## src/rtl/sdram_read_streamer_if.sv

```systemverilog
// Signal bundle between the read streamer, its job client, EasySDRAM and the word consumer.
// master = streamer side, slave = environment side.
interface sdram_read_streamer_if #(
    parameter int LEN_W = 16
);
    logic             start;
    logic [24:0]      baseAddr;
    logic [LEN_W-1:0] length;
    logic             busy;
    logic             done;
    logic             addrErr;
    logic             write;
    logic             full;
    logic             isWrite;
    logic [24:0]      address;
    logic [1:0]       writeMask;
    logic [15:0]      writeData;
    logic             keepOpen;
    logic             readValid;
    logic [24:0]      raddr;
    logic [15:0]      rdata;
    logic             outValid;
    logic [15:0]      outData;
    logic             outReady;

    modport master (
        input  start, baseAddr, length, full, readValid, raddr, rdata, outReady,
        output busy, done, addrErr, write, isWrite, address, writeMask, writeData,
               keepOpen, outValid, outData
    );

    modport slave (
        output start, baseAddr, length, full, readValid, raddr, rdata, outReady,
        input  busy, done, addrErr, write, isWrite, address, writeMask, writeData,
               keepOpen, outValid, outData
    );
endinterface

```

## src/rtl/sdram_read_streamer.sv

```systemverilog
// Issues a run of EasySDRAM reads for a (base, length) job and streams the readouts out through an
// FWFT buffer. Credits keep in-flight reads plus buffered words within DEPTH, so no readout is lost.
module sdram_read_streamer #(
    parameter int DEPTH = 16,
    parameter int LEN_W = 16
) (
    input logic clk,
    input logic rst,
    sdram_read_streamer_if.master bus
);
    localparam int PW = $clog2(DEPTH);
    localparam int CW = PW + 1;

    typedef enum logic [1:0] {IDLE, ISSUE, DRAIN, FINISH} state_t;

    state_t           r_state;
    logic [24:0]      r_issueAddr;
    logic [24:0]      r_expAddr;
    logic [LEN_W-1:0] r_issueLeft;
    logic [LEN_W-1:0] r_recvLeft;
    logic [CW-1:0]    r_inflight;
    logic [CW-1:0]    r_bufCount;
    logic [PW-1:0]    r_wrPtr;
    logic [PW-1:0]    r_rdPtr;
    logic [15:0]      r_mem [DEPTH];
    logic             r_busy;
    logic             r_done;
    logic             r_addrErr;

    logic [CW-1:0]    w_credits;
    logic             w_push;
    logic             w_rdAccept;
    logic             w_pop;

    // A slot is committed from the moment a read is pushed until its word leaves the buffer.
    assign w_credits  = CW'(DEPTH) - r_inflight - r_bufCount;
    assign w_push     = (r_state == ISSUE) & ~bus.full & (r_issueLeft != '0) & (w_credits != '0);
    assign w_rdAccept = bus.readValid & (r_inflight != '0);
    assign w_pop      = (r_bufCount != '0) & bus.outReady;

    assign bus.write     = w_push;
    assign bus.isWrite   = 1'b0;
    assign bus.address   = r_issueAddr;
    assign bus.writeMask = 2'b00;
    assign bus.writeData = 16'h0000;
    assign bus.keepOpen  = (r_state == ISSUE);
    assign bus.busy      = r_busy;
    assign bus.done      = r_done;
    assign bus.addrErr   = r_addrErr;
    assign bus.outValid  = (r_bufCount != '0);
    assign bus.outData   = r_mem[r_rdPtr];

    always_ff @(posedge clk or posedge rst) begin
        if (rst) begin
            r_inflight <= '0;
            r_bufCount <= '0;
            r_wrPtr    <= '0;
            r_rdPtr    <= '0;
        end else begin
            r_inflight <= r_inflight + CW'(w_push) - CW'(w_rdAccept);
            r_bufCount <= r_bufCount + CW'(w_rdAccept) - CW'(w_pop);
            if (w_rdAccept) r_wrPtr <= r_wrPtr + 1'b1;
            if (w_pop)      r_rdPtr <= r_rdPtr + 1'b1;
        end
    end

    always_ff @(posedge clk) begin
        if (w_rdAccept) r_mem[r_wrPtr] <= bus.rdata;
    end

    always_ff @(posedge clk or posedge rst) begin
        if (rst) begin
            r_state     <= IDLE;
            r_busy      <= 1'b0;
            r_done      <= 1'b0;
            r_addrErr   <= 1'b0;
            r_issueAddr <= '0;
            r_expAddr   <= '0;
            r_issueLeft <= '0;
            r_recvLeft  <= '0;
        end else begin
            r_done <= 1'b0;
            case (r_state)
                IDLE: begin
                    if (bus.start) begin
                        r_issueAddr <= bus.baseAddr;
                        r_expAddr   <= bus.baseAddr;
                        r_issueLeft <= bus.length;
                        r_recvLeft  <= bus.length;
                        r_addrErr   <= 1'b0;
                        r_busy      <= 1'b1;
                        r_state     <= (bus.length != '0) ? ISSUE : FINISH;
                    end
                end
                ISSUE: begin
                    if (w_push) begin
                        r_issueAddr <= r_issueAddr + 25'd1;
                        r_issueLeft <= r_issueLeft - 1'b1;
                        if (r_issueLeft == LEN_W'(1)) r_state <= DRAIN;
                    end
                end
                DRAIN: begin
                    if (r_recvLeft == '0 && r_bufCount == '0) r_state <= FINISH;
                end
                FINISH: begin
                    r_done  <= 1'b1;
                    r_busy  <= 1'b0;
                    r_state <= IDLE;
                end
                default: r_state <= IDLE;
            endcase
            // Readouts with nothing outstanding are stray (e.g. left over from before a reset).
            if (bus.readValid) begin
                if (r_inflight == '0) begin
                    r_addrErr <= 1'b1;
                end else begin
                    r_expAddr  <= r_expAddr + 25'd1;
                    r_recvLeft <= r_recvLeft - 1'b1;
                    if (bus.raddr != r_expAddr) r_addrErr <= 1'b1;
                end
            end
        end
    end
endmodule

```

## src/flat_wrapper.sv

```systemverilog
// flat-port wrapper written by rule: the top's interface ports become plain ports
module sdram_read_streamer_flat 
#(
    parameter int DEPTH = 16,
    parameter int LEN_W = 16
)
  (clk, rst, bus_start, bus_baseAddr, bus_length, bus_full, bus_readValid, bus_raddr, bus_rdata, bus_outReady, bus_busy, bus_done, bus_addrErr, bus_write, bus_isWrite, bus_address, bus_writeMask, bus_writeData, bus_keepOpen, bus_outValid, bus_outData);
  sdram_read_streamer_if #(.LEN_W(LEN_W)) bus_i ();
  input logic clk;
  input logic rst;
  input wire logic [$bits(bus_i.start)-1:0] bus_start;
  input wire logic [$bits(bus_i.baseAddr)-1:0] bus_baseAddr;
  input wire logic [$bits(bus_i.length)-1:0] bus_length;
  input wire logic [$bits(bus_i.full)-1:0] bus_full;
  input wire logic [$bits(bus_i.readValid)-1:0] bus_readValid;
  input wire logic [$bits(bus_i.raddr)-1:0] bus_raddr;
  input wire logic [$bits(bus_i.rdata)-1:0] bus_rdata;
  input wire logic [$bits(bus_i.outReady)-1:0] bus_outReady;
  output wire logic [$bits(bus_i.busy)-1:0] bus_busy;
  output wire logic [$bits(bus_i.done)-1:0] bus_done;
  output wire logic [$bits(bus_i.addrErr)-1:0] bus_addrErr;
  output wire logic [$bits(bus_i.write)-1:0] bus_write;
  output wire logic [$bits(bus_i.isWrite)-1:0] bus_isWrite;
  output wire logic [$bits(bus_i.address)-1:0] bus_address;
  output wire logic [$bits(bus_i.writeMask)-1:0] bus_writeMask;
  output wire logic [$bits(bus_i.writeData)-1:0] bus_writeData;
  output wire logic [$bits(bus_i.keepOpen)-1:0] bus_keepOpen;
  output wire logic [$bits(bus_i.outValid)-1:0] bus_outValid;
  output wire logic [$bits(bus_i.outData)-1:0] bus_outData;
  assign bus_i.start = bus_start;
  assign bus_i.baseAddr = bus_baseAddr;
  assign bus_i.length = bus_length;
  assign bus_i.full = bus_full;
  assign bus_i.readValid = bus_readValid;
  assign bus_i.raddr = bus_raddr;
  assign bus_i.rdata = bus_rdata;
  assign bus_i.outReady = bus_outReady;
  assign bus_busy = bus_i.busy;
  assign bus_done = bus_i.done;
  assign bus_addrErr = bus_i.addrErr;
  assign bus_write = bus_i.write;
  assign bus_isWrite = bus_i.isWrite;
  assign bus_address = bus_i.address;
  assign bus_writeMask = bus_i.writeMask;
  assign bus_writeData = bus_i.writeData;
  assign bus_keepOpen = bus_i.keepOpen;
  assign bus_outValid = bus_i.outValid;
  assign bus_outData = bus_i.outData;
  sdram_read_streamer #(.DEPTH(DEPTH), .LEN_W(LEN_W)) u_core (.clk(clk), .rst(rst), .bus(bus_i));
endmodule
```

## config.mk

```make
export PLATFORM = sky130hd
export DESIGN_NAME = sdram_read_streamer_flat
export DESIGN_NICKNAME = d
export VERILOG_FILES = /design/src/rtl/sdram_read_streamer_if.sv /design/src/rtl/sdram_read_streamer.sv /design/src/flat_wrapper.sv
export SDC_FILE = /design/constraint.sdc
export NUM_CORES = 1
export LEC_CHECK = 0
export ABC_AREA = 1
export CORE_ASPECT_RATIO = 0.8
export CORE_UTILIZATION = 50
export DETAILED_ROUTE_END_ITERATION = 16
export PLACE_DENSITY = 0.71
export SLEW_MARGIN = 25
export SYNTH_ARGS = -nofsm -noshare
export SYNTH_HDL_FRONTEND = slang
export SYNTH_SLANG_ARGS = --single-unit
```

## constraint.sdc

```tcl
create_clock -name clk -period 4.57 [get_ports clk]
set_input_delay 0.457 -clock clk [delete_from_list [all_inputs] [get_ports clk]]
set_output_delay 0.457 -clock clk [all_outputs]
set_load 0.02 [all_outputs]
```

---- Word level (Yosys, flattened, before mapping) ----
Memories as Yosys holds them, arrays and structs flattened.
Index checks and enable logic that the tools add are counted.
storage, ports and cells
  logic and storage cells ................. 85
  input bits .............................. 88
  memories ................................ 1
  RAM bits ................................ 256
  bits in registers ....................... 105
operators by class
  bitwise operators ....................... 6
  muxes and demuxes ....................... 30
  reduce and logical (&&, ||, !) cells .... 15
  $add $sub $neg .......................... 12
  equal/unequal tests ..................... 9
memory list
  name          depth  width  rd ports  clocked after memory_dff  wr ports  RTL line                   RTL
  u_core.r_mem  16     16     1         0                         1         sdram_read_streamer.sv:25  logic [15:0] r_mem [DEPTH];
operators by type and width
  operator                 number
  $mux W25                 6
  $mux W16                 6
  $add A25 B1 Y25 const B  2
  $pmux W25 S2             1
  $pmux W16 S2             1
  $reduce_bool A16 Y1      2
  $sub A16 B1 Y16 const B  2
  $ne A25 B25 Y1           1
  $eq A16 B1 Y1 const B    1
  $logic_not A16 Y1        1
  $reduce_bool A5 Y1       3
  $add A5 B1 Y5            2
  $logic_not A5 Y1         2
  $mux W2                  5
  $sub A5 B1 Y5            2
  $mux W1                  9
  $add A4 B1 Y4 const B    2
  $pmux W2 S4              1
  $ne A2 B1 Y1 const B     3
  $and A1 B1 Y1            5
  $sub A5 B5 Y5            1
  $sub A5 B5 Y5 const A    1
  $eq A2 B2 Y1 const B     2
  $reduce_and A4 Y1        1
  9 further kinds          10

---- Depth between registers and ports, before layout ----
  depth in word-level cells ............... 6
  gate-level depth with buffers ........... 17
  depth with buffers taken out ............ 17

---- Least setup slack after synthesis ----
OpenSTA, ideal clock, no wires.
  path type ............................... reg2reg
  start ................................... reg u_core.r_bufCount[1]
  end ..................................... reg u_core.r_inflight[4]
  path buffers ............................ 0
  cell stages (with the launch flop) ...... 16
  slack ................................... 1436 ps
  arrival time ............................ 3055 ps
  clock period less this slack ............ 3134 ps
  setup time .............................. 79 ps
  path through ............................ dfrtp_1 > ha_1 > inv_1 > ha_1 > fa_1 > nor3_1 > and2_0 > nand3_1 > nand2_4 > ha_1 > inv_1 > ha_1 > inv_1 > fa_1 > o21ai_0 > xor2_1
between the ends
  cells in the longest elaborated chain, start to end .. 5
RTL lines
  what                      RTL line                   RTL
  start: declaration        sdram_read_streamer.sv:22  logic [CW-1:0] r_bufCount;
  start signal: assignment  sdram_read_streamer.sv:61  r_bufCount <= r_bufCount + CW'(w_rdAccept) - CW'(w_pop);
  $sub A5 B5 Y5             sdram_read_streamer.sv:36  assign w_credits = CW'(DEPTH) - r_inflight - r_bufCount;
  $reduce_bool A5 Y1        sdram_read_streamer.sv:37  assign w_push = (r_state == ISSUE) & ~bus.full & (r_issueLeft != '0) & (w_credits != '0);
  $and A1 B1 Y1             sdram_read_streamer.sv:37
  $add A5 B1 Y5             sdram_read_streamer.sv:60  r_inflight <= r_inflight + CW'(w_push) - CW'(w_rdAccept);
  $sub A5 B1 Y5             sdram_read_streamer.sv:60
  end signal: assignment    sdram_read_streamer.sv:60
  end: declaration          sdram_read_streamer.sv:21  logic [CW-1:0] r_inflight;
Every way passes these cells.
A chain may end at the register's enable or synchronous reset.

---- Worst setup path in the final report ----
  start ................................... reg u_core.r_inflight[1]
  end ..................................... out bus_write
between the ends
  cells in the longest elaborated chain, start to end .. 4
RTL lines
  what                         RTL line                   RTL
  $sub A5 B5 Y5 (2 in series)  sdram_read_streamer.sv:36
  $reduce_bool A5 Y1           sdram_read_streamer.sv:37
  $and A1 B1 Y1                sdram_read_streamer.sv:37
  end: declaration             flat_wrapper.sv:22         output wire logic [$bits(bus_i.write)-1:0] bus_write;
Every way passes these cells.

==> reports/summary.txt <==
Status -> completed
Slew of the pin with the lowest slew margin -> 747 ps
Share of layout cells above drive strength 1 -> 0.0684
Launch point of the worst reg-to-reg path -> u_core.r_inflight[1]
Final setup fails -> 0
Initial DRC Count -> 1,517
Vias in the first global route -> 13,232
Hold/Removal Path Class -> in2async
Clock sink total -> 361
Highest cell delay on the worst timing path -> 550 ps
Highest metal layer with signal wires -> met5
First-pass DRT Iterations -> 7
Site Rows -> 61
Clk_lat worst skew -> 550 ps
CP max-delay cell -> clkdlybuf4s50_1
Yosys cell types -> 49
Initial antenna violation count -> 1
CP max FO -> 4
Top cell type's share of synthesized area -> 0.430
H-tree Lvls -> 2
Post-DP HPWL -> 31,500 microns
RePlAce Congestion -> 0.903
Post-detailed-route wirelength per cell -> 19.6 microns
Post-cts resize count -> 0
Top Ports -> 154
Total of max-cap violations -> 0
Crit path max-delay family -> adder cells
Worst slew margin -> 0.500
Worst path bufs/invs -> 3
Die ar. -> 36,500 sq um
Root buffer cell -> clkbuf_16
CP Capture Type -> output port
Number of synthesized flops with an enable pin -> 256
Fill cells -> 3,022
Worst reg2reg path endpoint -> u_core.r_inflight[4]
Synthesis-to-finish area growth -> 16.4%
Setup TNS -> 0 ps
PortBufs -> 134
CTS Buf Count -> 38
CP Data Arrival Time -> 3170 ps
Starting Density -> 0.512
Synthesized cell area -> 17,900 sq um
Largest cells by area after synthesis -> edfxtp_1 43%, dfrtp_1 15%, nand2_1 8.0%, o21ai_0 5.7%, nor2_1 5.3%
CTS hold repair buffers -> 0
GR Overflow Total -> 0
Period utilization -> 0.794
Post-synth top area cell -> edfxtp_1
Fin. Hold Viols -> 0
Via/cell ratio -> 5.67
Met2 WL post-DR -> 20,900 microns
WS Path Type -> reg2out
Main synth FF type -> edfxtp_1
Ys Warns -> 0
Min Tclk post-route -> 3630 ps
Critical path depth -> 10
#FFs+latches synth -> 361
Reg2Reg Setup Slack -> 1210 ps
Gr usage total -> 0.268
Met3 Routed Length -> 4840 microns
Critical Path Source -> u_core.r_inflight[1]
Register area -> 10,300 sq um
Worst setup path end -> bus_write
WP data required -> 4110 ps
Die Ht -> 171 microns
CTS tree -> built
Peak Freq -> 276 MHz
Post-route antenna net violation count -> 0
Async set-or-reset flop fraction in the synthesized netlist -> 0.291
Core area -> 35,000 sq um
RSZ-0062 raised after global routing -> false
Leak -> 8.02 nW
IR drop worst, VDD -> 0.000379 V
Cells along the critical path -> ha_1 -> inv_1 -> ha_1 -> fa_1 -> nor3_1 -> and2_0 -> nand3_1 -> nand2_4 -> inv_1 -> clkdlybuf4s50_1
Syn avg cell area -> 9.59 sq um
Post-Route M1 WL -> 21,600 microns
Multi-input gate area -> 6680 sq um
Die W -> 213 microns
Sequential area share after synthesis -> 0.577
Clock skew -> 22.7 ps
Total Wirelength -> 48,700 microns
Vias -> 14,046
Largest net degree at the start of global routing -> 74
Worst reg-to-reg path cell count -> 15
Number of setup buffers added after CTS -> 0
CP startpoint kind -> flop
Setup ws final -> 942 ps
DRC viols -> 0
First-pass GRT wire length -> 74,500 microns
Maximum buffer depth of the clock tree -> 3
Post-synthesis cell count -> 1,866
P per Cell Area -> 670 nW/um^2
Pre-CTS WS -> 1190 ps
Clock transition at path regs -> 60 ps
Nets -> 2,097
Slew Limit Fails -> 0
## flip-flops by register name, indices dropped and copies added (netlist names)
signal and count:
u_core.r_state 2, u_core.r_expAddr 25, u_core.r_wrPtr 4, u_core.r_rdPtr 4, u_core.r_recvLeft 16, u_core.bus.done 1
u_core.r_issueLeft 16, u_core.bus.addrErr 1, u_core.r_bufCount 5, u_core.r_mem 256, u_core.r_inflight 5, u_core.bus.busy 1
u_core.bus.address 25
## routing by layer
| layer | global-route usage | vias up |
|---|---|---|
| met3 | 0.0526 | 99 |
| met1 | 0.402 | 6692 |
| li1 | - | 6590 |
| met4 | 0.0845 | 2 |
| met5 | 0 | - |
| met2 | 0.390 | 663 |
## where the power goes
group / internal, W / switching, W
registers: 0.00422 / 0.000643
logic: 0.00217 / 0.00391
clock network: 0.00172 / 0.00129
## synth_stat cells (26+ instances only)
cell      number
clkbuf_1      65
dfrtp_1      105
edfxtp_1     256
ha_1          33
inv_1        122
nand2_1      381
nand3_1      102
nor2_1       252
o21ai_0      205
o221ai_1      57
xnor2_1       26
xor2_1        36
## placed cells by master (no fill, tap or decap), drive strengths merged
| master | instances |
|---|---|
| a21oi | 10 |
| and2 | 2 |
| nand3 | 102 |
| or2 | 19 |
| xor2 | 36 |
| o32ai | 2 |
| xnor2 | 26 |
| clkbuf | 50 |
| edfxtp | 256 |
| o211ai | 19 |
| o22ai | 9 |
| nand2 | 385 |
| o221ai | 57 |
| a31oi | 3 |
| a211oi | 2 |
| fa | 3 |
| ha | 33 |
| conb | 19 |
| nand3b | 7 |
| mux2i | 2 |
| o21ai | 238 |
| bufinv | 2 |
| o21bai | 3 |
| nor2 | 258 |
| clkinv | 18 |
| nor4 | 2 |
| nor3 | 20 |
| dfrtp | 105 |
| o31ai | 2 |
| a22oi | 1 |
| nand4 | 21 |
| and3 | 1 |
| buf | 25 |
| diode | 4 |
| inv | 130 |
| clkdlybuf4s50 | 134 |
## per-stage QoR
stage          area (sq um)   util  total power, W  hold slack, ps  instances
6_report              20800  0.596          0.0140             394       2478
5_1_grt               20800  0.596          0.0149             500       2474
4_1_cts               20800  0.596          0.0140             491       2474
3_5_place_dp          19600  0.561          0.0109             477       2405
3_3_place_gp          19600  0.560          0.0107             468       2405
2_1_floorplan         18000      -         0.00895             455       1884
## worst min path at each step
| stage | slack, ps | startpoint | to | depth (start not counted) |
|---|---|---|---|---|
| after floorplan | 450 | u_core.r_issueLeft[1] | u_core.r_issueLeft[1] | 2 |
| after global placement | 470 | u_core.r_issueLeft[1] | u_core.r_issueLeft[1] | 2 |
| after detailed placement | 480 | u_core.bus.addrErr | u_core.bus.addrErr | 2 |
| after CTS | 490 | u_core.bus.addrErr | u_core.bus.addrErr | 2 |
| after global routing | 500 | rst | u_core.r_expAddr[1] | 2 |
| final | 390 | rst | u_core.r_expAddr[0] | 2 |
## kinds of logic (layout without fill, tap and decap cells)
kind of cell               after synthesis  after routing  synth area share
DFF                                    361            361             0.577
muxes                                    2              2           0.00112
AOI/OAI and AO/OA                      346            346             0.116
buffers and inverters                  241            359            0.0579
adders and majority gates               36             36            0.0264
other                                    1             23          0.000210
xor gates and xnor gates                62             62            0.0304
and+or+nand+nor                        817            817             0.191
## worst register-to-register path: cells and delay by family, from the launching register on
kind	cells	cell delay (ps)
AO/OA/AOI/OAI	1	230
XOR/XNOR	1	160
adder cells (fa/ha/maj)	6	1740
buffers and inverters	3	160
flip-flops	1	450
AND/OR/NAND/NOR	4	570
## area by class of cell
type,instances,area share
flip-flops and latches,361,0.495
multi-input cells,1282,0.321
repair buffers,159,0.0740
clock buffers,50,0.0498
well taps,472,0.0283
inverters,131,0.0239
clock inverters,19,0.00751
diodes,4,0.000480
(Power assumes the default switching activity.)
